[src/rtl/fifo_rd_stream_if.sv]
// fifo_rd_stream_if: valid/ready word stream leaving the FIFO read stage.
//   m_valid - word present on m_data/m_last
//   m_ready - consumer accepts the word this cycle
//   m_data  - DSIZE-bit word
//   m_last  - word closes a burst
// master = producer (fifo_rd_stream), slave = consumer.
interface fifo_rd_stream_if #(
    parameter int DSIZE = 8
);
    logic             m_valid;
    logic             m_ready;
    logic [DSIZE-1:0] m_data;
    logic             m_last;

    modport master (output m_valid, output m_data, output m_last, input m_ready);
    modport slave  (input m_valid, input m_data, input m_last, output m_ready);
endinterface

[src/rtl/fifo_rd_stream.sv]
// fifo_rd_stream: read-domain consumer sitting right after the async FIFO.
// Pulls words through the FIFO read port into a 2-entry head/skid buffer and
// re-presents them as a valid/ready stream. Every BURST_LEN-th word pulled
// is tagged m_last. A flush empties this stage and pulses fifo_rptr_clr the
// following cycle so the FIFO read pointer is cleared too.
//   clk, rst       - read-domain clock, async active-high reset
//   en             - allow new FIFO reads (buffered words drain regardless)
//   flush          - synchronous clear request
//   fifo_empty     - FIFO empty flag
//   fifo_rdata     - FIFO read data (async read, valid while non-empty)
//   fifo_ren       - FIFO pointer advance; word captured on the same edge
//   fifo_rptr_clr  - registered copy of flush, clears the FIFO read pointer
//   m              - output stream (master side)
//   occ            - buffer occupancy 0..2
module fifo_rd_stream #(
    parameter int DSIZE     = 8,
    parameter int BURST_LEN = 4
) (
    input  logic             clk,
    input  logic             rst,
    input  logic             en,
    input  logic             flush,
    input  logic             fifo_empty,
    input  logic [DSIZE-1:0] fifo_rdata,
    output logic             fifo_ren,
    output logic             fifo_rptr_clr,
    fifo_rd_stream_if.master m,
    output logic [1:0]       occ
);
    localparam int            CW       = (BURST_LEN > 1) ? $clog2(BURST_LEN) : 1;
    localparam logic [CW-1:0] CNT_LAST = CW'(BURST_LEN - 1);

    // Occupancy doubles as the buffer state.
    localparam logic [1:0] OCC0 = 2'd0;
    localparam logic [1:0] OCC1 = 2'd1;
    localparam logic [1:0] OCC2 = 2'd2;

    typedef struct packed {
        logic             last;
        logic [DSIZE-1:0] data;
    } entry_t;

    entry_t        h;        // head: the word on the output
    entry_t        s;        // skid: second word, only valid at occ==2
    entry_t        new_ent;
    logic [CW-1:0] cnt;
    logic          cnt_wrap;
    logic          push;
    logic          pop;

    assign cnt_wrap = (cnt == CNT_LAST);
    assign new_ent  = {cnt_wrap, fifo_rdata};

    // Read decision uses only local registers and the FIFO flag, so there is
    // no combinational path from m_ready to the FIFO pointer. Reset also
    // blocks reads so nothing is pulled while the stage is held clear.
    assign fifo_ren = ~rst & en & ~fifo_empty & (occ != OCC2) & ~flush & ~fifo_rptr_clr;
    assign push     = fifo_ren;
    assign pop      = m.m_valid & m.m_ready;

    assign m.m_valid = (occ != OCC0);
    assign m.m_data  = h.data;
    assign m.m_last  = h.last;

    always_ff @(posedge clk or posedge rst) begin
        if (rst) begin
            occ           <= OCC0;
            h             <= '0;
            s             <= '0;
            cnt           <= '0;
            fifo_rptr_clr <= 1'b0;
        end else begin
            fifo_rptr_clr <= flush;
            if (flush) begin
                // A pop in this cycle still completes; buffered words go away.
                occ <= OCC0;
                cnt <= '0;
                h   <= '0;
                s   <= '0;
            end else begin
                // Burst position tracks words pulled, not words delivered.
                if (push)
                    cnt <= cnt_wrap ? '0 : cnt + CW'(1);
                case (occ)
                    OCC0: if (push) begin
                        h   <= new_ent;
                        occ <= OCC1;
                    end
                    OCC1: begin
                        if (push && pop) begin
                            h <= new_ent;
                        end else if (push) begin
                            s   <= new_ent;
                            occ <= OCC2;
                        end else if (pop) begin
                            occ <= OCC0;
                        end
                    end
                    OCC2: if (pop) begin
                        // push is impossible here, so the skid just moves up
                        h   <= s;
                        occ <= OCC1;
                    end
                    default: occ <= OCC0;
                endcase
            end
        end
    end
endmodule

[src/flat_wrapper.sv]
// flat-port wrapper written by rule: the top's interface ports become plain ports
module fifo_rd_stream_flat 
#(
    parameter int DSIZE     = 8,
    parameter int BURST_LEN = 4
)
  (clk, rst, en, flush, fifo_empty, fifo_rdata, fifo_ren, fifo_rptr_clr, occ, m_m_valid, m_m_data, m_m_last, m_m_ready);
  fifo_rd_stream_if #(.DSIZE(DSIZE)) m_i ();
  input  logic clk;
  input  logic rst;
  input  logic en;
  input  logic flush;
  input  logic fifo_empty;
  input  logic [DSIZE-1:0] fifo_rdata;
  output logic fifo_ren;
  output logic fifo_rptr_clr;
  output logic [1:0] occ;
  output wire logic [$bits(m_i.m_valid)-1:0] m_m_valid;
  output wire logic [$bits(m_i.m_data)-1:0] m_m_data;
  output wire logic [$bits(m_i.m_last)-1:0] m_m_last;
  input wire logic [$bits(m_i.m_ready)-1:0] m_m_ready;
  assign m_m_valid = m_i.m_valid;
  assign m_m_data = m_i.m_data;
  assign m_m_last = m_i.m_last;
  assign m_i.m_ready = m_m_ready;
  fifo_rd_stream #(.DSIZE(DSIZE), .BURST_LEN(BURST_LEN)) u_core (.clk(clk), .rst(rst), .en(en), .flush(flush), .fifo_empty(fifo_empty), .fifo_rdata(fifo_rdata), .fifo_ren(fifo_ren), .fifo_rptr_clr(fifo_rptr_clr), .m(m_i), .occ(occ));
endmodule
[config.mk]
export PLATFORM = sky130hd
export DESIGN_NAME = fifo_rd_stream_flat
export DESIGN_NICKNAME = d
export VERILOG_FILES = /design/src/rtl/fifo_rd_stream_if.sv /design/src/rtl/fifo_rd_stream.sv /design/src/flat_wrapper.sv
export SDC_FILE = /design/constraint.sdc
export NUM_CORES = 1
export LEC_CHECK = 0
export CAP_MARGIN = 40
export CORE_MARGIN = 3
export CORE_UTILIZATION = 25
export CTS_BUF_LIST = sky130_fd_sc_hd__clkbuf_8
export DETAILED_ROUTE_END_ITERATION = 10
export DONT_BUFFER_PORTS = 1
export PLACE_DENSITY = 0.41
export SETUP_SLACK_MARGIN = 0.3
export SLEW_MARGIN = 5
export SYNTH_ARGS = -nofsm -noshare
export SYNTH_HDL_FRONTEND = slang
export SYNTH_SLANG_ARGS = --single-unit
[constraint.sdc]
create_clock -name clk -period 2 [get_ports clk]
set_clock_uncertainty 0.2 [all_clocks]
set_input_delay 0.2 -clock clk [delete_from_list [all_inputs] [get_ports clk]]
set_output_delay 0.2 -clock clk [all_outputs]
set_load 0.005 [all_outputs]
### Word level (Yosys, flattened, before mapping)

Cells that the tools add are included.

* bits in read-only memories: 0
* output and inout bits: 14
* memories kept: 0
* word-level logic and storage cells: 55
* flip-flop bits (word level): 23
* bits in writable memories: 0
* latch bits: 0

* bitwise gates (word level): 10
* multiplexer cells: 18
* add/sub/neg operators: 1
* shifts and indexed selects: 0
* $mul: 0
* reductions and logical operators: 9
* equal/unequal tests: 10
* div/mod/pow operators: 0
* $lt $le $gt $ge: 0

Operators with widths (count)
* $mux W9: 7
* $pmux W9 S3: 1
* $mux W2: 9
* $ne A3 B2 Y1 const B: 3
* $reduce_and A4 Y1: 2
* $and A1 B1 Y1: 6
* $pmux W2 S3: 1
* $reduce_bool A2 Y1: 3
* $eq A2 B2 Y1 const B: 2
* $ne A2 B2 Y1 const B: 2
* $ne A4 B2 Y1 const B: 1
* $not A1 Y1: 4
* $reduce_bool A4 Y1: 1
* $ne A3 B3 Y1 const B: 1
* $reduce_and A3 Y1: 1
* $add A2 B1 Y2 const B: 1
* $eq A2 B1 Y1 const B: 1
* $logic_not A2 Y1: 1
* $logic_and A1 B1 Y1: 1

### Logic depth before layout (Yosys ltp)

Gate-level depths: netlist (run 1).

* depth in word-level cells: 10
* mapped depth: 7
* mapped depth without buffers: 6

### Worst setup path after synthesis (run 1)

No wires, ideal clock.

* path kind: register to register
* from: register u_core.occ[0]
* to: register u_core.occ[0]
* clock period less this slack: 2008 ps
* setup time: 125 ps
* cell stages (with the launch flop): 7
* slack: -8 ps
* required time: 1675 ps
* data arrival time: 1683 ps
* cells stage by stage: dfrtp_1 -> inv_1 -> ha_1 -> clkbuf_1 -> nand2_1 -> o311a_1 -> mux2_4

* word-level cells in the longest chain between the ends: 8
* elaborated cells between the ends (all ways): 19

Ends and longest elaborated chain
* start: declaration: RTL line fifo_rd_stream.sv:28 `output logic [1:0] occ`
* start signal: assignment: RTL line fifo_rd_stream.sv:67 `occ <= OCC0;`
* start signal: assignment: RTL line fifo_rd_stream.sv:76 `occ <= OCC0;`
* start signal: assignment: RTL line fifo_rd_stream.sv:87 `occ <= OCC1;`
* $ne A2 B2 Y1: RTL line fifo_rd_stream.sv:57 `assign fifo_ren = ~rst & en & ~fifo_empty & (occ != OCC2) & ~flush & ~fifo_rptr_clr;`
* $and A1 B1 Y1 (3 in a row): RTL line fifo_rd_stream.sv:57
* $mux W2: RTL line fifo_rd_stream.sv:92 `end else if (push) begin`
* $mux W2: RTL line fifo_rd_stream.sv:90 `if (push && pop) begin`
* $pmux W2 S3: RTL line fifo_rd_stream.sv:84 `case (occ)`
* $mux W2: RTL line fifo_rd_stream.sv:74 `if (flush) begin`

Several ways; a longest one is shown, not always the timed one. The select of a mux whose other input is x is not followed.
A chain may end at the register's enable or synchronous reset.

### Final worst setup path (run 1)

* from: register u_core.occ[0]
* to: register u_core.h, in the netlist u_core.m.m_data[3]

* word-level cells in the longest chain between the ends: 7
* elaborated cells between the ends (all ways): 17

Ends and longest elaborated chain
* $ne A2 B2 Y1: RTL line fifo_rd_stream.sv:57
* $and A1 B1 Y1 (3 in a row): RTL line fifo_rd_stream.sv:57
* $logic_and A1 B1 Y1: RTL line fifo_rd_stream.sv:90
* $ne A3 B2 Y1 (no source line)
* $reduce_and A4 Y1 (no source line)
* end signal: assignment: RTL line fifo_rd_stream.sv:86 `h <= new_ent;`
* end signal: assignment: RTL line fifo_rd_stream.sv:91 `h <= new_ent;`
* end signal: assignment: RTL line fifo_rd_stream.sv:101 `h <= s;`
* end: declaration: RTL line fifo_rd_stream.sv:43 `entry_t h;`

Several ways; a longest one is shown, not always the timed one.

==> flow_summary.html, run 1 <==
<table>
<tr><th>Metric</th><th>Value</th></tr>
<tr><th colspan="2">Status</th></tr>
<tr><td>Outcome</td><td>finished clean</td></tr>
<tr><th colspan="2">Timing</th></tr>
<tr><td>Summed negative setup slack over all endpoints</td><td>0 ns</td></tr>
<tr><td>Actual transition at the worst max-transition pin</td><td>0.7522 ns</td></tr>
<tr><td>Setup repair after global routing missed its margin</td><td>yes</td></tr>
<tr><td>Normalized max-slew margin</td><td>49.69%</td></tr>
<tr><td>Time the worst path needs with I/O delays and setup</td><td>1.873 ns</td></tr>
<tr><td>Worst hold margin</td><td>0.04662 ns</td></tr>
<tr><td>Post-route fraction of the period consumed by the critical path</td><td>93.64%</td></tr>
<tr><td>Top achievable clock speed</td><td>534.0 MHz</td></tr>
<tr><td>Hold Violations, Final</td><td>0</td></tr>
<tr><td>Slew Viols, Final</td><td>0</td></tr>
<tr><td>Final setup vio count</td><td>0</td></tr>
<tr><th colspan="2">Global routing</th></tr>
<tr><td>Number of antenna violations at the first check in global routing</td><td>0</td></tr>
<tr><td>Largest net degree at the start of global routing</td><td>24</td></tr>
<tr><td>GRT Overall Usage</td><td>12.10%</td></tr>
<tr><td>First-pass GRT wire length</td><td>5.202 mm</td></tr>
<tr><td>Via count of the first global-routing pass</td><td>993</td></tr>
<tr><td>Met3 Use GR</td><td>2.507%</td></tr>
<tr><td>GR Util met1</td><td>16.59%</td></tr>
<tr><td>Sum of overflow across all layers after global routing</td><td>0</td></tr>
<tr><td>Global-route track usage on met2</td><td>19.56%</td></tr>
<tr><td>GRT busiest layer</td><td>met2</td></tr>
<tr><th colspan="2">Floorplan</th></tr>
<tr><td>Full die area</td><td>5689 µm²</td></tr>
<tr><td>Initial Util</td><td>26.75%</td></tr>
<tr><td>Boundary Pins</td><td>28</td></tr>
<tr><td>Die Ht</td><td>75.43 µm</td></tr>
<tr><td>Floorplan core area</td><td>4504 µm²</td></tr>
<tr><td>Num rows</td><td>24</td></tr>
<tr><td>Horiz. Die Dim</td><td>75.43 µm</td></tr>
<tr><th colspan="2">Placement</th></tr>
<tr><td>HPWL after DPL</td><td>2.004 mm</td></tr>
<tr><td>Last weighted congestion value of the routability-driven placer</td><td>0.7360</td></tr>
<tr><td>Count of buffers from port buffering</td><td>0</td></tr>
<tr><th colspan="2">Clocking</th></tr>
<tr><td>Later-pin clock latency in the skew report</td><td>0.26 ns</td></tr>
<tr><td>Longest Clk Path Bufs</td><td>2</td></tr>
<tr><td>Clock transition at the registers of the reported paths</td><td>0.09 ns</td></tr>
<tr><td>TritonCTS sink count</td><td>23</td></tr>
<tr><td>Inserted Clock Buffers</td><td>3</td></tr>
<tr><td>Buffer type at the clock tree root</td><td>sky130_fd_sc_hd__clkbuf_8</td></tr>
<tr><td>Clock tree from TritonCTS</td><td>built</td></tr>
<tr><td>Clock H-tree levels</td><td>1</td></tr>
<tr><th colspan="2">Setup path</th></tr>
<tr><td>Peak fanout along the critical path</td><td>9</td></tr>
<tr><td>Critical Path Start</td><td>u_core.occ[0]</td></tr>
<tr><td>Arrival time at the worst endpoint</td><td>1.83 ns</td></tr>
<tr><td>Worst Setup Start Kind</td><td>flop</td></tr>
<tr><td>CP Capture Type</td><td>flop</td></tr>
<tr><td>Required time of the critical path</td><td>1.96 ns</td></tr>
<tr><td>Crit Reg-Reg Startpoint</td><td>u_core.occ[0]</td></tr>
<tr><td>Number of cells on the worst reg-to-reg path</td><td>7</td></tr>
<tr><td>Worst Setup Path Type</td><td>reg -&gt; reg</td></tr>
<tr><th colspan="2">Power</th></tr>
<tr><td>Design internal power</td><td>0.8755 mW</td></tr>
<tr><td>Sequential Power Share</td><td>42.5%</td></tr>
<tr><td>Static Leak</td><td>0.6968 nW</td></tr>
<tr><td>Switching fraction of total power</td><td>32.19%</td></tr>
<tr><td>Switching power</td><td>0.4155 mW</td></tr>
<tr><td>Part of the power in the clock network</td><td>22.7%</td></tr>
<tr><td>Comb pwr share</td><td>34.8%</td></tr>
<tr><td>Highest ir drop seen on vdd</td><td>0.0003554 V</td></tr>
<tr><td>Power per standard cell area</td><td>783.5 nW/µm²</td></tr>
<tr><th colspan="2">Yosys</th></tr>
<tr><td>Average cell area after synthesis</td><td>11.26 µm²</td></tr>
<tr><td>Dominant register cell in the synthesized netlist</td><td>sky130_fd_sc_hd__dfrtp_1</td></tr>
<tr><td>FF+latch count, synth</td><td>23</td></tr>
<tr><td>Number of distinct standard cells referenced by the synthesized netlist</td><td>26</td></tr>
<tr><td>Syn Nets</td><td>126</td></tr>
<tr><td>Number of flops mapped to enable cells by yosys</td><td>0</td></tr>
<tr><td>Area of the mapped netlist</td><td>1205 µm²</td></tr>
<tr><td>Async set or reset register ratio after synthesis</td><td>100.0%</td></tr>
<tr><td>Number of instances in the synthesized netlist</td><td>107</td></tr>
<tr><td>Synthesis Warnings</td><td>0</td></tr>
<tr><td>Sequential-to-total area share from yosys stat</td><td>47.77%</td></tr>
<tr><th colspan="2">Cells and area</th></tr>
<tr><td>Area used by multi-input combinational logic</td><td>649.4 µm²</td></tr>
<tr><td>Area occupied by registers</td><td>575.6 µm²</td></tr>
<tr><td>Number of nets in the finished design</td><td>155</td></tr>
<tr><td>Synth-to-Final Area Change</td><td>36.76%</td></tr>
<tr><td>Layout cell share with drive strength beyond 1</td><td>30.37%</td></tr>
<tr><td>Fill count</td><td>455</td></tr>
<tr><td># diodes</td><td>0</td></tr>
<tr><th colspan="2">Detailed routing</th></tr>
<tr><td>Total via count after detailed routing</td><td>943</td></tr>
<tr><td>Count of TritonRoute iterations in the first routing pass</td><td>4</td></tr>
<tr><td>Detailed Route WL</td><td>3.138 mm</td></tr>
<tr><td>Starting DRC count in detailed routing</td><td>44</td></tr>
<tr><td>Number of nets still failing antenna checks after routing</td><td>0</td></tr>
<tr><td>Number of design rule violations left after detail routing</td><td>0</td></tr>
<tr><td>Avg WL per Cell</td><td>16.78 µm</td></tr>
<tr><td>Avg Vias per Cell</td><td>5.043</td></tr>
<tr><th colspan="2">Hold path</th></tr>
<tr><td>Worst hold path startpoint</td><td>flush</td></tr>
<tr><td>Path type of the worst min-delay path</td><td>in -&gt; reg</td></tr>
<tr><td>Depth of the worst hold-timing path</td><td>2</td></tr>
<tr><th colspan="2">Run</th></tr>
<tr><td>Max-cap viol count</td><td>0</td></tr>
</table>
[registers in the layout, indices dropped and copies added (netlist names)]
signal / cells
u_core.m.m_last: 1
u_core.cnt: 2
u_core.fifo_rptr_clr: 1
u_core.m.m_data: 8
u_core.s: 9
u_core.occ: 2
[power by group through the flow]
stage,registers (mW),logic [mW],clock network (mW)
finish,0.549,0.449,0.293
CTS,0.550,0.420,0.303
floorplan,0.556,0.232,0
global placement,0.559,0.308,0
global route,0.557,0.493,0.322
detailed placement,0.559,0.308,0
[critical path: stages, from the launching register on]
cell and delay, ns:
sky130_fd_sc_hd__dfrtp_1 0.40, sky130_fd_sc_hd__inv_2 0.11, sky130_fd_sc_hd__ha_4 0.16, sky130_fd_sc_hd__inv_1 0.07, sky130_fd_sc_hd__o211ai_1 0.25, sky130_fd_sc_hd__a31oi_2 0.13
sky130_fd_sc_hd__buf_6 0.17, sky130_fd_sc_hd__o32ai_1 0.26
[cells in the final DEF (no fill, tap or decap), drive strengths merged]
cell,instances
a21oi,2
a22o,10
a31o,1
a31oi,3
and2,1
buf,17
clkbuf,3
clkinv,1
dfrtp,23
dlygate4sd3,11
ha,5
inv,16
mux2,1
mux2i,9
nand2,8
nand2b,2
nand4,1
nor2,4
nor3,1
nor4b,1
o211ai,1
o21bai,1
o311a,1
o32ai,10
or3,2
[area by class of cell]
cell class | instances | area share (%)
Multi-Input combinational cell | 64 | 39.41
Inverter | 16 | 3.797
Timing Repair Buffer | 28 | 15.11
Tap cell | 52 | 3.948
Sequential cell | 23 | 34.93
Clock buffer | 3 | 2.506
Clock inverter | 1 | 0.3037
[metal layers]
layer / part of all wire [%] / wire length, µm
met1: 47 / 1466
met2: 48 / 1503
met3: 4.5 / 141
met4: 0.83 / 26
met5: 0 / 0
[worst paths after layout]
kind                       slack [ns]              endpoint
min in group asynchronous        0.22  u_core.fifo_rptr_clr
hold / removal                   0.05           u_core.s[5]
setup / recovery                 0.13    u_core.m.m_data[3]
setup reg to reg                 0.13    u_core.m.m_data[3]
hold reg to reg                  0.31           u_core.s[4]
max in group asynchronous        1.15           u_core.s[0]
[logic make-up (layout without fill, tap and decap cells)]
group / Yosys count / count (layout) / share of synthesized area, %
AND/OR/NAND/NOR: 20 / 20 / 10.59
flip-flops: 23 / 23 / 47.77
buffers and inverters: 20 / 48 / 6.957
multiplexers: 10 / 10 / 8.723
adder cells (fa/ha/maj): 5 / 5 / 5.192
AO/OA/AOI/OAI: 29 / 29 / 20.77
[timing repair]
action | CTS | global route
pin swaps | 4 | 4
setup buffers | 7 | 1
hold buffers | 11 | 0
resized for setup | 11 | 7
endpoints found under the hold margin | 45 | 0
endpoints found under the setup margin | 20 | 22
[stage by stage]
step / utilization, % / power, mW / setup slack (ns) / std cells / cell area (µm²)
5_1_grt: 36.58 / 1.372 / 0.03971 / 187 / 1648
3_5_place_dp: 29.50 / 0.8672 / 0.01462 / 164 / 1329
6_report: 36.58 / 1.291 / 0.1272 / 187 / 1648
4_1_cts: 35.67 / 1.274 / 0.1705 / 186 / 1607
3_3_place_gp: 29.50 / 0.8666 / 0.04697 / 164 / 1329
2_1_floorplan: - / 0.7873 / 0.2261 / 107 / 1224
[cell usage after synthesis (2+ instances only)]
| master | instances | area share (%) |
|---|---|---|
| sky130_fd_sc_hd__dfrtp_1 | 23 | 48 |
| sky130_fd_sc_hd__inv_1 | 16 | 5.0 |
| sky130_fd_sc_hd__a22o_1 | 10 | 7.3 |
| sky130_fd_sc_hd__o32ai_1 | 10 | 7.3 |
| sky130_fd_sc_hd__mux2i_1 | 9 | 7.5 |
| sky130_fd_sc_hd__nand2_1 | 6 | 1.9 |
| sky130_fd_sc_hd__ha_1 | 5 | 5.2 |
| sky130_fd_sc_hd__nor2_1 | 4 | 1.2 |
| sky130_fd_sc_hd__a21oi_1 | 2 | 0.83 |
| sky130_fd_sc_hd__a31oi_2 | 2 | 2.1 |
| sky130_fd_sc_hd__clkbuf_1 | 2 | 0.62 |
| sky130_fd_sc_hd__nand2_2 | 2 | 1.0 |
| sky130_fd_sc_hd__nand2b_1 | 2 | 1.0 |
| sky130_fd_sc_hd__or3_1 | 2 | 1.0 |
Note: power is estimated with default switching activity, not from simulation.
==> run 2, diff against run 1 <==
--- a/config.mk
+++ b/config.mk
@@ -6,14 +6,14 @@
 export NUM_CORES = 1
 export LEC_CHECK = 0
 export CAP_MARGIN = 40
-export CORE_MARGIN = 3
+export CORE_MARGIN = 2
 export CORE_UTILIZATION = 25
 export CTS_BUF_LIST = sky130_fd_sc_hd__clkbuf_8
 export DETAILED_ROUTE_END_ITERATION = 10
 export DONT_BUFFER_PORTS = 1
 export PLACE_DENSITY = 0.41
 export SETUP_SLACK_MARGIN = 0.3
-export SLEW_MARGIN = 5
+export SLEW_MARGIN = 20
 export SYNTH_ARGS = -nofsm -noshare
 export SYNTH_HDL_FRONTEND = slang
 export SYNTH_SLANG_ARGS = --single-unit
==> run 2 against run 1 <==
  * Worst setup slack worse by 0.0089 ns
  * Critical endpoint is now u_core.occ[0]
  * Sequential power about the same
  * Utilization down 1.5 points
  * Total power down 1.1%
  * The flow now finishes with violations (negative hold slack)
  * Largest cell class unchanged
  * Sequential share of layout area up 0.053 points
  * Combinational power down 3%
  * Non-clock buffer count down 5
  * Via count down 1.3%
==> flow_summary.html, run 2 (synthesis results as in run 1) <==
<table>
<tr><th>Metric</th><th>Value</th></tr>
<tr><th colspan="2">Clocking</th></tr>
<tr><td>Clock transition at the registers of the reported paths</td><td>0.08 ns</td></tr>
<tr><td>Clock tree from TritonCTS</td><td>built</td></tr>
<tr><td>Later-pin clock latency in the skew report</td><td>0.26 ns</td></tr>
<tr><td>Longest Clk Path Bufs</td><td>2</td></tr>
<tr><td>TritonCTS sink count</td><td>23</td></tr>
<tr><td>Hold-fix buffers, CTS</td><td>11</td></tr>
<tr><td>Inserted Clock Buffers</td><td>3</td></tr>
<tr><td>Buffer type at the clock tree root</td><td>sky130_fd_sc_hd__clkbuf_8</td></tr>
<tr><td>Clock H-tree levels</td><td>1</td></tr>
<tr><th colspan="2">Cells and area</th></tr>
<tr><td>Final non-filler cell total</td><td>185</td></tr>
<tr><td>Number of nets in the finished design</td><td>151</td></tr>
<tr><td>Layout cell share with drive strength beyond 1</td><td>32.82%</td></tr>
<tr><td>Top library cells by usage in the layout, fill and taps aside</td><td>23 x sky130_fd_sc_hd__dfrtp_1, 13 x sky130_fd_sc_hd__inv_1, 11 x sky130_fd_sc_hd__dlygate4sd3_1</td></tr>
<tr><td>Number of flip-flops under the largest register name</td><td>9</td></tr>
<tr><td># diodes</td><td>0</td></tr>
<tr><td>Fill count</td><td>500</td></tr>
<tr><td>Register with the highest flop count</td><td>u_core.s</td></tr>
<tr><td>Most common library cell in the layout ignoring fill and taps</td><td>sky130_fd_sc_hd__dfrtp_1</td></tr>
<tr><td>Synth-to-Final Area Change</td><td>36.55%</td></tr>
<tr><th colspan="2">Timing</th></tr>
<tr><td>Final setup vio count</td><td>0</td></tr>
<tr><td>Setup repair after global routing missed its margin</td><td>yes</td></tr>
<tr><td>Hold Violations, Final</td><td>13</td></tr>
<tr><td>Worst hold margin</td><td>-0.2402 ns</td></tr>
<tr><td>Slew Viols, Final</td><td>0</td></tr>
<tr><td>Top achievable clock speed</td><td>531.4 MHz</td></tr>
<tr><td>Normalized max-slew margin</td><td>79.54%</td></tr>
<tr><td>Summed negative setup slack over all endpoints</td><td>0 ns</td></tr>
<tr><td>Time the worst path needs with I/O delays and setup</td><td>1.882 ns</td></tr>
<tr><td>Actual transition at the worst max-transition pin</td><td>0.3068 ns</td></tr>
<tr><td>Post-route fraction of the period consumed by the critical path</td><td>94.08%</td></tr>
<tr><th colspan="2">Floorplan</th></tr>
<tr><td>Horiz. Die Dim</td><td>73.43 µm</td></tr>
<tr><td>Floorplan core area</td><td>4692 µm²</td></tr>
<tr><td>Num rows</td><td>25</td></tr>
<tr><td>Initial Util</td><td>25.68%</td></tr>
<tr><td>Die Ht</td><td>73.43 µm</td></tr>
<tr><td>Full die area</td><td>5391 µm²</td></tr>
<tr><td>Boundary Pins</td><td>28</td></tr>
<tr><th colspan="2">Setup path</th></tr>
<tr><td>Arrival time at the worst endpoint</td><td>1.83 ns</td></tr>
<tr><td>Cell family with most CP delay</td><td>flip-flops</td></tr>
<tr><td>R2r endpoint</td><td>u_core.occ[0]</td></tr>
<tr><td>Delay contributed by the slowest stage of the critical path</td><td>0.43 ns</td></tr>
<tr><td>Worst Setup Start Kind</td><td>flop</td></tr>
<tr><td>CP Capture Type</td><td>flop</td></tr>
<tr><td>Worst Setup Path Type</td><td>reg -&gt; reg</td></tr>
<tr><td>Number of buffer and inverter stages on the critical path</td><td>1</td></tr>
<tr><td>Required time of the critical path</td><td>1.95 ns</td></tr>
<tr><td>Cell chain of the critical path</td><td>nor4b_4 -&gt; buf_6 -&gt; nand2_4 -&gt; o311a_4 -&gt; mux2_4</td></tr>
<tr><td>Slowest stage cell, crit path</td><td>sky130_fd_sc_hd__dfrtp_1</td></tr>
<tr><td>Number of cells on the worst reg-to-reg path</td><td>5</td></tr>
<tr><td>Reg-to-reg setup timing slack</td><td>0.12 ns</td></tr>
<tr><td>Peak fanout along the critical path</td><td>7</td></tr>
<tr><td>Crit Reg-Reg Startpoint</td><td>u_core.fifo_rptr_clr</td></tr>
<tr><th colspan="2">Power</th></tr>
<tr><td>Sequential Power Share</td><td>42.9%</td></tr>
<tr><td>Switching power</td><td>0.4116 mW</td></tr>
<tr><td>Highest ir drop seen on vdd</td><td>0.0003404 V</td></tr>
<tr><td>Switching fraction of total power</td><td>32.24%</td></tr>
<tr><td>Comb pwr share</td><td>34.2%</td></tr>
<tr><td>Power per standard cell area</td><td>776.1 nW/µm²</td></tr>
<tr><td>Design internal power</td><td>0.8653 mW</td></tr>
<tr><td>Part of the power in the clock network</td><td>22.9%</td></tr>
<tr><td>Static Leak</td><td>0.6878 nW</td></tr>
<tr><th colspan="2">Hold path</th></tr>
<tr><td>Worst hold path startpoint</td><td>flush</td></tr>
<tr><td>Hold Crit Endpoint</td><td>u_core.fifo_rptr_clr</td></tr>
<tr><td>Depth of the worst hold-timing path</td><td>0</td></tr>
<tr><td>Path type of the worst min-delay path</td><td>in -&gt; reg</td></tr>
<tr><th colspan="2">Detailed routing</th></tr>
<tr><td>Avg Vias per Cell</td><td>5.032</td></tr>
<tr><td>Starting DRC count in detailed routing</td><td>47</td></tr>
<tr><td>Total via count after detailed routing</td><td>931</td></tr>
<tr><td>Count of TritonRoute iterations in the first routing pass</td><td>4</td></tr>
<tr><td>Detailed Route WL</td><td>2.978 mm</td></tr>
<tr><td>Avg WL per Cell</td><td>16.10 µm</td></tr>
<tr><td>Number of design rule violations left after detail routing</td><td>0</td></tr>
<tr><td>Number of nets still failing antenna checks after routing</td><td>0</td></tr>
<tr><th colspan="2">Placement</th></tr>
<tr><td>Number of cells in the design after placement</td><td>165</td></tr>
<tr><td>Last weighted congestion value of the routability-driven placer</td><td>0.6914</td></tr>
<tr><td>Count of buffers from port buffering</td><td>0</td></tr>
<tr><td>HPWL after DPL</td><td>1.983 mm</td></tr>
<tr><th colspan="2">Global routing</th></tr>
<tr><td>Via count of the first global-routing pass</td><td>1,045</td></tr>
<tr><td>Sum of overflow across all layers after global routing</td><td>0</td></tr>
<tr><td>First-pass GRT wire length</td><td>4.905 mm</td></tr>
<tr><td>Largest net degree at the start of global routing</td><td>24</td></tr>
<tr><td>Number of antenna violations at the first check in global routing</td><td>0</td></tr>
<tr><td>GRT Overall Usage</td><td>11.72%</td></tr>
<tr><th colspan="2">Run</th></tr>
<tr><td>Max-cap viol count</td><td>0</td></tr>
<tr><th colspan="2">Status</th></tr>
<tr><td>Outcome</td><td>finished with violations</td></tr>
<tr><td>Failing checks</td><td>negative hold slack</td></tr>
</table>
[run 2: per-stage QoR]
stage / setup WS, ns / power (mW) / hold WS, ns / util [%] / cell area (µm²)
2_1_floorplan: 0.2261 / 0.7873 / 0.001924 / - / 1224
3_3_place_gp: 0.05562 / 0.8613 / -0.04218 / 28.21 / 1324
3_5_place_dp: 0.02728 / 0.8669 / -0.04019 / 28.21 / 1324
4_1_cts: 0.1134 / 1.253 / -0.2539 / 33.44 / 1569
5_1_grt: 0.04219 / 1.371 / -0.2642 / 35.07 / 1645
6_report: 0.1184 / 1.277 / -0.2402 / 35.07 / 1645
[run 2: power by group through the flow]
stage | clock network (mW) | logic (mW) | registers [mW]
CTS | 0.311 | 0.393 | 0.549
global route | 0.329 | 0.487 | 0.555
detailed placement | 0 | 0.309 | 0.558
global placement | 0 | 0.304 | 0.558
floorplan | 0 | 0.232 | 0.556
finish | 0.292 | 0.437 | 0.548
[run 2: worst max-delay path by stage]
stage / from / to / slack [ns] / cells past startpoint
after detailed placement: u_core.occ[0] / u_core.m.m_data[0] / 0.03 / 6
after global placement: u_core.occ[0] / u_core.m.m_data[0] / 0.06 / 6
after CTS: u_core.occ[0] / u_core.m.m_data[0] / 0.11 / 7
final: u_core.fifo_rptr_clr / u_core.occ[0] / 0.12 / 5
after global routing: u_core.occ[0] / u_core.m.m_data[5] / 0.04 / 7
after floorplan: u_core.occ[0] / u_core.occ[0] / 0.23 / 5
[run 2: area by class of cell]
cell class,count,area (µm²),share of cell area (%)
Sequential cell,23,575.6,34.98
Inverter,16,60.06,3.650
Multi-Input combinational cell,65,684.4,41.60
Clock buffer,3,41.29,2.510
Clock inverter,1,5.005,0.3042
Tap cell,54,67.56,4.106
Timing Repair Buffer,23,211.5,12.85
[run 2: metal layers]
metal | global-route usage, % | vias to the layer above | wire length [µm]
met4 | 1.818 | 0 | 10
met5 | 0 | - | 0
met1 | 14.10 | 460 | 1303
met2 | 20.52 | 25 | 1485
li1 | - | 444 | -
met3 | 4.115 | 2 | 178
[run 2: repair_timing]
item | CTS | global route
pin swaps | 4 | 2
endpoints found under the hold margin | 45 | 13
buffers inserted | 3 | 1
gates resized for setup | 13 | 9
setup endpoints to repair | 22 | 23
cloned | 0 | 1
